$ cat config.mk
export PLATFORM = sky130hd
export DESIGN_NAME = instr_fetch
export DESIGN_NICKNAME = d
export VERILOG_FILES = /design/src/rtl/instr_fetch_pkg.sv /design/src/rtl/instr_fetch_pc_reg.sv /design/src/rtl/instr_fetch.sv
export SDC_FILE = /design/constraint.sdc
export NUM_CORES = 1
export LEC_CHECK = 0
export BUFFER_PORTS_ARGS = -buffer_cell sky130_fd_sc_hd__buf_2
export CORE_MARGIN = 5
export CORE_UTILIZATION = 55
export CTS_CLUSTER_DIAMETER = 150
export DETAILED_ROUTE_END_ITERATION = 8
export PLACE_DENSITY = 0.92
export SYNTH_ARGS = -nofsm -noshare
export SYNTH_HDL_FRONTEND = slang
export SYNTH_HIERARCHICAL = 1
export SYNTH_SLANG_ARGS = --single-unit
$ cat constraint.sdc
create_clock -name clk -period 4.2 [get_ports clk]
set_clock_uncertainty 0.1 [all_clocks]
set_input_delay 0.84 -clock clk [delete_from_list [all_inputs] [get_ports clk]]
set_output_delay 0.84 -clock clk [all_outputs]
set_load 0.005 [all_outputs]
$ cat src/rtl/instr_fetch_pkg.sv
// Shared definitions for the instruction fetch stage.
//   instr_mem_lo / instr_mem_hi : valid word-index window of instruction memory
//   nop                         : encoding captured into IF/ID for a bubble
//   state_e                     : fetch FSM states
//   pc_sel_e                    : next-PC mux select driven into the PC register
//   ifid_act_e                  : IF/ID register update action for the current edge
package instr_fetch_pkg;

  localparam int unsigned instr_mem_lo = 0;
  localparam int unsigned instr_mem_hi = 15;

  localparam logic [31:0] nop = 32'h0000_0000;

  typedef enum logic {
    RUN  = 1'b0,
    HALT = 1'b1
  } state_e;

  typedef enum logic [1:0] {
    PC_HOLD = 2'd0,
    PC_INC  = 2'd1,
    PC_LOAD = 2'd2
  } pc_sel_e;

  typedef enum logic [1:0] {
    IFID_HOLD    = 2'd0,
    IFID_BUBBLE  = 2'd1,
    IFID_CAPTURE = 2'd2
  } ifid_act_e;

endpackage

$ cat src/rtl/instr_fetch_pc_reg.sv
// Program counter register (pc_reg block of the fetch stage).
// Holds the PC, selects the next PC (hold / +4 / redirect load) and reports
// whether the current PC lies inside the instruction memory word window.
// Ports:
//   clk, rst_n  : clock, asynchronous active-low reset
//   sel         : next-PC select
//   target      : redirect byte address (low two bits masked here)
//   pc          : current fetch byte address
//   pc_plus4    : pc + 4, modulo 2^32
//   in_range    : IMEM_LO <= pc[31:2] <= IMEM_HI
module instr_fetch_pc_reg
  import instr_fetch_pkg::*;
#(
  parameter logic [31:0] RESET_PC = 32'h0000_0000,
  parameter int unsigned IMEM_LO  = instr_mem_lo,
  parameter int unsigned IMEM_HI  = instr_mem_hi
) (
  input  logic        clk,
  input  logic        rst_n,
  input  pc_sel_e     sel,
  input  logic [31:0] target,
  output logic [31:0] pc,
  output logic [31:0] pc_plus4,
  output logic        in_range
);

  // Compare as 33-bit signed so a zero lower bound is not a constant-true test.
  localparam logic signed [32:0] lo_s = $signed(33'(IMEM_LO));
  localparam logic signed [32:0] hi_s = $signed(33'(IMEM_HI));

  logic signed [32:0] word_s;
  logic [31:0]        target_aligned;

  assign pc_plus4       = pc + 32'd4;
  assign word_s         = $signed({3'b000, pc[31:2]});
  assign in_range       = (word_s >= lo_s) && (word_s <= hi_s);
  assign target_aligned = target & ~32'h0000_0003;

  always_ff @(posedge clk or negedge rst_n) begin
    if (!rst_n) begin
      pc <= RESET_PC;
    end else begin
      unique case (sel)
        PC_INC:  pc <= pc_plus4;
        PC_LOAD: pc <= target_aligned;
        default: pc <= pc;
      endcase
    end
  end

endmodule

$ cat src/rtl/instr_fetch.sv
// Instruction fetch stage: initiator side of the combinational instruction
// memory read, IF/ID pipeline register and accepted-instruction counter.
// Optional build macro: FETCH_ALIGN_TRAP_EN (misaligned redirect halts fetch
// and raises a sticky align_fault output instead of being masked).
// Ports:
//   clk, rst_n              : clock, asynchronous active-low reset
//   pc / instr              : fetch address out, instruction word back
//   stall, flush            : hold the stage / squash IF/ID
//   redirect, redirect_pc   : branch/jump target load
//   ifid_instr/pc4/valid    : IF/ID pipeline register
//   halted                  : fetch stopped (PC outside memory window)
//   fetch_count             : instructions accepted into IF/ID
//   align_fault             : (FETCH_ALIGN_TRAP_EN only) sticky misaligned redirect
//
// state | meaning
// RUN   | normal fetch, one word per cycle unless stalled/flushed
// HALT  | PC frozen, IF/ID invalid; only redirect or reset leaves
module instr_fetch
  import instr_fetch_pkg::*;
#(
  parameter logic [31:0] RESET_PC = 32'h0000_0000,
  parameter int unsigned IMEM_LO  = instr_mem_lo,
  parameter int unsigned IMEM_HI  = instr_mem_hi
) (
  input  logic        clk,
  input  logic        rst_n,
  output logic [31:0] pc,
  input  logic [31:0] instr,
  input  logic        stall,
  input  logic        flush,
  input  logic        redirect,
  input  logic [31:0] redirect_pc,
  output logic [31:0] ifid_instr,
  output logic [31:0] ifid_pc4,
  output logic        ifid_valid,
  output logic        halted,
  output logic [31:0] fetch_count
`ifdef FETCH_ALIGN_TRAP_EN
  ,
  output logic        align_fault
`endif
);

  state_e    state, state_nxt;
  pc_sel_e   pc_sel;
  ifid_act_e ifid_act;
  logic      cnt_inc;
  logic      in_range;
  logic      redirect_ok;
  logic      redirect_bad;
  logic [31:0] pc_plus4;

`ifdef FETCH_ALIGN_TRAP_EN
  assign redirect_ok  = redirect && (redirect_pc[1:0] == 2'b00);
  assign redirect_bad = redirect && (redirect_pc[1:0] != 2'b00);
`else
  assign redirect_ok  = redirect;
  assign redirect_bad = 1'b0;
`endif

  instr_fetch_pc_reg #(
    .RESET_PC(RESET_PC),
    .IMEM_LO (IMEM_LO),
    .IMEM_HI (IMEM_HI)
  ) u_pc_reg (
    .clk     (clk),
    .rst_n   (rst_n),
    .sel     (pc_sel),
    .target  (redirect_pc),
    .pc      (pc),
    .pc_plus4(pc_plus4),
    .in_range(in_range)
  );

  always_ff @(posedge clk or negedge rst_n) begin
    if (!rst_n) state <= RUN;
    else        state <= state_nxt;
  end

  always_comb begin
    state_nxt = state;
    if (redirect_ok)                       state_nxt = RUN;
    else if (redirect_bad)                 state_nxt = HALT;
    else if (state == HALT)                state_nxt = HALT;
    else if (!flush && !stall && !in_range) state_nxt = HALT;
  end

  // Redirect beats everything; flush advances the PC (unless stalled) without
  // a range check, so the range is only tested on a normal fetch edge.
  always_comb begin
    pc_sel   = PC_HOLD;
    ifid_act = IFID_HOLD;
    cnt_inc  = 1'b0;
    if (redirect_ok) begin
      pc_sel   = PC_LOAD;
      ifid_act = IFID_BUBBLE;
    end else if (redirect_bad) begin
      ifid_act = IFID_BUBBLE;
    end else if (state == HALT) begin
      ifid_act = IFID_HOLD;
    end else if (flush) begin
      pc_sel   = stall ? PC_HOLD : PC_INC;
      ifid_act = IFID_BUBBLE;
    end else if (stall) begin
      ifid_act = IFID_HOLD;
    end else if (in_range) begin
      pc_sel   = PC_INC;
      ifid_act = IFID_CAPTURE;
      cnt_inc  = 1'b1;
    end else begin
      ifid_act = IFID_BUBBLE;
    end
  end

  assign halted = (state == HALT);

  always_ff @(posedge clk or negedge rst_n) begin
    if (!rst_n) begin
      ifid_instr  <= nop;
      ifid_pc4    <= 32'h0000_0000;
      ifid_valid  <= 1'b0;
      fetch_count <= 32'h0000_0000;
    end else begin
      unique case (ifid_act)
        IFID_CAPTURE: begin
          ifid_instr <= instr;
          ifid_pc4   <= pc_plus4;
          ifid_valid <= 1'b1;
        end
        IFID_BUBBLE: begin
          ifid_instr <= nop;
          ifid_valid <= 1'b0;
        end
        default: ;
      endcase
      if (cnt_inc) fetch_count <= fetch_count + 32'd1;
    end
  end

`ifdef FETCH_ALIGN_TRAP_EN
  always_ff @(posedge clk or negedge rst_n) begin
    if (!rst_n)            align_fault <= 1'b0;
    else if (redirect_bad) align_fault <= 1'b1;
  end
`endif

endmodule
After elaboration in Yosys (flattened, before gate mapping)
Index checks and enable logic that the tools add are counted.
Storage, ports and cells
  register bits: 130
  bits in latches: 0
  memory bits (writable): 0
  bits in read-only memories: 0
  input port bits: 69
  output and inout bits: 130
  word-level logic and storage cells: 44
  memories: 0
Operators by class
  add/sub/neg operators: 2
  multipliers: 0
  div/mod/pow operators: 0
  order comparisons: 2
  equal/unequal tests: 4
  shift-type cells: 0
  mux-type cells: 22
  bitwise gates (word level): 0
  reduce and logical (&&, ||, !) cells: 8
Operators by type and width (count)
  32-bit case mux with 2 select lines: 2
  32-bit by 1-bit adder with 32-bit output, second input constant: 1
  32-bit by 3-bit adder with 32-bit output, second input constant: 1
  30-bit by 1-bit >= comparator with 1-bit output, second input constant: 1
  30-bit by 4-bit <= comparator with 1-bit output, second input constant: 1
  1-bit 2-to-1 mux: 13
  2-bit 2-to-1 mux: 6
  2-bit by 1-bit equality test with 1-bit output, second input constant: 2
  2-bit equality test, second input constant: 2
  2-bit nonzero test: 2
  1-bit logical AND: 3
  1-bit logical NOT: 3
  1-bit case mux with 2 select lines: 1

Logic depth before layout (Yosys ltp)
  depth after elaboration: 9
  depth in mapped cells: 14
  mapped depth without buffers: 10

Cells and area by module
Netlist, hierarchy kept.
Modules (own cells, without submodules)
  instr_fetch: instances 1, cells each 362, area each 4199.0 µm², sequential area each 2452.4 µm²
  instr_fetch_pc_reg: instances 1, cells each 321, area each 2708.8 µm², sequential area each 750.7 µm²

Least setup slack after synthesis
OpenSTA, ideal clock, no wires.
  path type: register -> register
  start point: register u_pc_reg.pc[20]
  end point: register ifid_pc4[0]
  library setup time: 0.125 ns
  data arrival time: 2.581 ns
  slack: 1.395 ns
  cell stages (with the launch flop): 11
  path buffers: 3
  period minus slack after synthesis: 2.805 ns
  cells stage by stage: dfrtp_1 -> buf_2 -> nor4_1 -> nand4_1 -> nor2_1 -> nor2b_1 -> and2_0 -> ha_1 -> clkbuf_1 -> buf_1 -> mux2_2
Between the ends
  word-level cells in the longest chain between the ends: 8
  elaborated cells on any way between the ends: 9
  classes of those cells: 2 x order compare; 1 x eq/ne; 5 x mux; 1 x reduce/logical
Ends and longest elaborated chain
  from (decl): RTL line instr_fetch_pc_reg.sv:22  | output logic [31:0] pc,
  from (signal assigned): RTL line instr_fetch_pc_reg.sv:44  | PC_INC: pc <= pc_plus4;
  from (signal assigned): RTL line instr_fetch_pc_reg.sv:45  | PC_LOAD: pc <= target_aligned;
  from (signal assigned): RTL line instr_fetch_pc_reg.sv:46  | default: pc <= pc;
  30-bit by 1-bit >= comparator with 1-bit output / 30-bit by 4-bit <= comparator with 1-bit output (equally long branches): RTL line instr_fetch_pc_reg.sv:36  | assign in_range = (word_s >= lo_s) && (word_s <= hi_s);
  1-bit logical AND (*): RTL line instr_fetch_pc_reg.sv:36
  net in_range: RTL line instr_fetch.sv:48  | logic in_range;
  2-bit 2-to-1 mux (*): RTL line instr_fetch.sv:106  | end else if (in_range) begin
  2-bit 2-to-1 mux (*): RTL line instr_fetch.sv:104  | end else if (stall) begin
  2-bit 2-to-1 mux (*): RTL line instr_fetch.sv:101  | end else if (flush) begin
  2-bit 2-to-1 mux (*): RTL line instr_fetch.sv:99  | end else if (state == HALT) begin
  2-bit 2-to-1 mux (*): RTL line instr_fetch.sv:94  | if (redirect_ok) begin
  2-bit equality test (*): RTL line instr_fetch.sv:124  | unique case (ifid_act)
  to (signal assigned): RTL line instr_fetch.sv:127  | ifid_pc4 <= pc_plus4;
  to (decl): RTL line instr_fetch.sv:34  | output logic [31:0] ifid_pc4,
The timed path passes the listed nets; every way through them passes the cells marked *.
A chain may end at the register's enable or synchronous reset.

Worst setup path in the final report
  start point: register u_pc_reg.pc[20]
  end point: register u_pc_reg.pc[31]
Between the ends
  word-level cells in the longest chain between the ends: 9
  elaborated cells on any way between the ends: 13
  classes of those cells: 1 x add/sub; 2 x order compare; 2 x eq/ne; 6 x mux; 2 x reduce/logical
Ends and longest elaborated chain
  30-bit by 1-bit >= comparator with 1-bit output / 30-bit by 4-bit <= comparator with 1-bit output (equally long branches): RTL line instr_fetch_pc_reg.sv:36
  1-bit logical AND (*): RTL line instr_fetch_pc_reg.sv:36
  net in_range: RTL line instr_fetch.sv:48
  1-bit 2-to-1 mux (*): RTL line instr_fetch.sv:106
  1-bit 2-to-1 mux (*): RTL line instr_fetch.sv:104
  1-bit 2-to-1 mux (*): RTL line instr_fetch.sv:101
  1-bit 2-to-1 mux (*): RTL line instr_fetch.sv:99
  2-bit 2-to-1 mux (*): RTL line instr_fetch.sv:94
  net pc_sel[0]: RTL line instr_fetch.sv:45  | pc_sel_e pc_sel;
  2-bit equality test / 2-bit by 1-bit equality test with 1-bit output (equally long branches): RTL line instr_fetch_pc_reg.sv:43  | unique case (sel)
  32-bit case mux with 2 select lines / 2-bit nonzero test (equally long branches)
Marked as above.

==> results.toml <==
[timing]
whs_ns = 0.3580
max_freq_mhz = 285.8
setup_tns_ns = 0
setup_viol = 0
post-route-period-util_pct = 83.31
relSlewSlack_pct = 42.44
rsz0062_at_grt = "false"
final_max_slew_viol_count = 0
tightestPinTransition_ns = 0.8634
period_minus_slack_ns = 3.499
hold_viol = 0

[floorplanning]
fp.dieH_microns = 122.1
core-area_sq_mm = 0.01247
die_area_sq_mm = 0.01490
io_pins = 199
rows = 41
die_width_microns = 122.1
initial_core_util_pct = 55.42

[clock_tree]
cts_hold_buf = 0
h-tree-depth = 4
cts.sinks = 128
root_buffer = "clkbuf_16"
cts_tree = "yes"
cts_resized = 0
post_cts_buffers = 0
clk_pin_slew_worst_paths_ns = 0.05
clk_path_buf_depth = 2
clk_latency_ns = 0.42
cts_made_buffers = 17

[global_routing]
overflow = 0
grt_use_total_pct = 25.00
grt_pass1_wl_microns = 29120
grt_max_degree = 67
grt_pass1_vias = 5725
antenna_found_initial = 0

[logic_synthesis]
synth-seq-area-share_pct = 46.37
synthDominantCellAreaShare_pct = 46.37
synth-edff-count = 0
synth_area_leaders = "dfrtp_1 46%, mux2_2 5.5%, xnor2_1 4.3%"
avgSynthCellArea_sq_um = 10.11
yosysWarnings = 6
syn_inst = 683
synth_ff_type = "dfrtp_1"
synth_cell_types = 59
synth-seq-cells = 128
yosys.area.top_type = "dfrtp_1"
syn-cell-area_sq_mm = 0.006908
ys_async_sr_fraction_pct = 100.0

[layout]
n_antenna_cell = 0
nets = 924
final_cell_mix = "193 x buf_2, 128 x dfrtp_1, 69 x nand2_1, 49 x o21ai_0, 37 x nor2_1"
syn2layout_area_growth_pct = 22.95
drive_gt1_share_pct = 34.34
top_regs = "fetch_count (32), ifid_instr (32), ifid_pc4 (32)"
seq_area_sq_mm = 0.003203
final_common_cell = "buf_2"
fin_util_pct = 68.13
multi_input_area_sq_mm = 0.003377
n_fill_cell = 946

[detailed_routing]
ant_nets = 0
wl_per_cell_microns = 17.61
drt_wl_total_microns = 18150
route.detailed.drc = 0
firstDrtPassIters = 6
routed_via_density = 5.749
vias = 5927
drt_iter0_drc = 478

[setup_path]
critPathMostFrequentCell = "nor2_1"
r2r_start = "u_pc_reg/pc[20]$_DFFE_PN0P_"
cpMaxStageDelayCell = "nor2_1"
crit_end = "u_pc_reg/pc[31]$_DFFE_PN0P_"
crit_start = "u_pc_reg/pc[20]$_DFFE_PN0P_"
crit_chain = "nor4_1 -> nand4_1 -> nor2_1 -> o21a_1 -> inv_1 -> ha_1 -> nor2_1 -> buf_4 -> a22o_1 -> a211o_1"
end_kind = "flip-flop"
timing.rr.end = "u_pc_reg/pc[31]$_DFFE_PN0P_"
crit_type = "flip-flop to flip-flop"
startpoint_type = "flip-flop"
crit_fanout = 13
required_ns = 4.46
cp.arrival_ns = 3.75
max_stage_delay_ns = 0.60
r2r_cells = 10
r2r_slack_ns = 0.70

[power_and_ir_drop]
switching_share_pct = 28.38
power.density_mw_per_mm2 = 415.3
ir_drop_mv = 0.2638
p_switching_mw = 1.001
p_clk_share_pct = 42.1
p_comb_share_pct = 14.9
internal_power_mw = 2.526
leakagePower_nw = 4.195
seqPwrFrac_pct = 43.0

[hold_path]
hold_class = "flip-flop to flip-flop"

[run]
drv_cap = 0

[place]
gp_congestion = 0.8861
buffer_ports.inserted = 194
dpl.hpwl_microns = 12570

[run_status]
outcome = "finished clean"
[cells by family after synthesis]
logic type	Yosys count	synth area share [%]
simple gates	260	22.70
flops	128	46.37
compound gates	118	11.72
buf+inv	76	4.908
xor+xnor	59	7.481
mux	35	5.687
fa+ha+maj	6	1.087
other cells	1	0.05429
[final cells by class]
class / count / area share, %
tap: 172 / 2.534
sequential: 128 / 37.71
clock inverter: 7 / 1.296
inverter: 18 / 0.7955
timing repair buffer: 202 / 12.32
multi-input combinational: 482 / 39.76
clock buffer: 22 / 5.583
[Yosys cell counts, types with 3 or more instances]
cell and instances:
nor2_1 37, nor4_4 3, a22oi_1 16, nand2b_1 32, buf_1 6, clkbuf_1 29, ha_1 6, a311o_1 8
nor3_1 14, nand2_1 69, o211ai_1 4, a21oi_1 11, nand3_1 19, nor4_2 5, xor2_1 25, o311ai_1 3
o311ai_2 4, o21ai_0 49, a211o_1 3, a31oi_1 4, xnor2_1 34, nor4_1 16, inv_1 18, nand4_4 4
buf_4 5, mux2_2 34, nand4_1 15, and2_1 3, dfrtp_1 128, a22o_1 3, nand3_2 6, and4_1 5
buf_2 14, nor3_2 4, and3_1 12
[worst max-delay path, delay by kind of cell, from the launching register on]
family	cells	cell delay, ns
DFF	1	0.55
AOI/OAI and AO/OA	3	0.41
adders and majority gates	1	0.46
buffers and inverters	2	0.34
and+or+nand+nor	4	1.55
[per-layer routing]
| metal | up-vias | share of wire, % | GRT usage, % |
|---|---|---|---|
| met4 | 0 | 2.6 | 11.34 |
| met5 | - | 0 | 0 |
| met1 | 2846 | 41 | 32.31 |
| met2 | 283 | 48 | 39.12 |
| met3 | 52 | 8.2 | 7.196 |
| li1 | 2746 | - | - |
[through the flow]
| stage | power (mW) | setup WS, ns | instances | area (sq um) |
|---|---|---|---|---|
| detailed placement | 2.050 | 0.8340 | 1002 | 7909 |
| floorplan | 1.837 | 1.395 | 686 | 6919 |
| finish | 3.527 | 0.7009 | 1031 | 8493 |
| global route | 3.678 | 0.4508 | 1031 | 8493 |
| CTS | 3.534 | 0.7376 | 1031 | 8493 |
| global placement | 2.031 | 0.9340 | 1002 | 7909 |
[power by group through the flow]
stage / clock (mW) / combinational, mW / sequential [mW]
final: 1.49 / 0.526 / 1.52
after global routing: 1.56 / 0.579 / 1.54
after CTS: 1.50 / 0.526 / 1.51
after detailed placement: 0 / 0.520 / 1.53
after global placement: 0 / 0.507 / 1.52
after floorplan: 0 / 0.420 / 1.42
[worst min path at each step]
stage                                           start                          end  slack [ns]  cells past startpoint
final                     fetch_count[31]$_DFFE_PN0N_  fetch_count[31]$_DFFE_PN0N_        0.36                      1
after global routing      fetch_count[31]$_DFFE_PN0N_  fetch_count[31]$_DFFE_PN0N_        0.39                      1
after CTS                 fetch_count[31]$_DFFE_PN0N_  fetch_count[31]$_DFFE_PN0N_        0.36                      1
after detailed placement  fetch_count[31]$_DFFE_PN0N_  fetch_count[31]$_DFFE_PN0N_        0.36                      1
after global placement    fetch_count[31]$_DFFE_PN0N_  fetch_count[31]$_DFFE_PN0N_        0.35                      1
after floorplan           fetch_count[31]$_DFFE_PN0N_  fetch_count[31]$_DFFE_PN0N_        0.36                      1
Power figures use the tool's default switching activity.
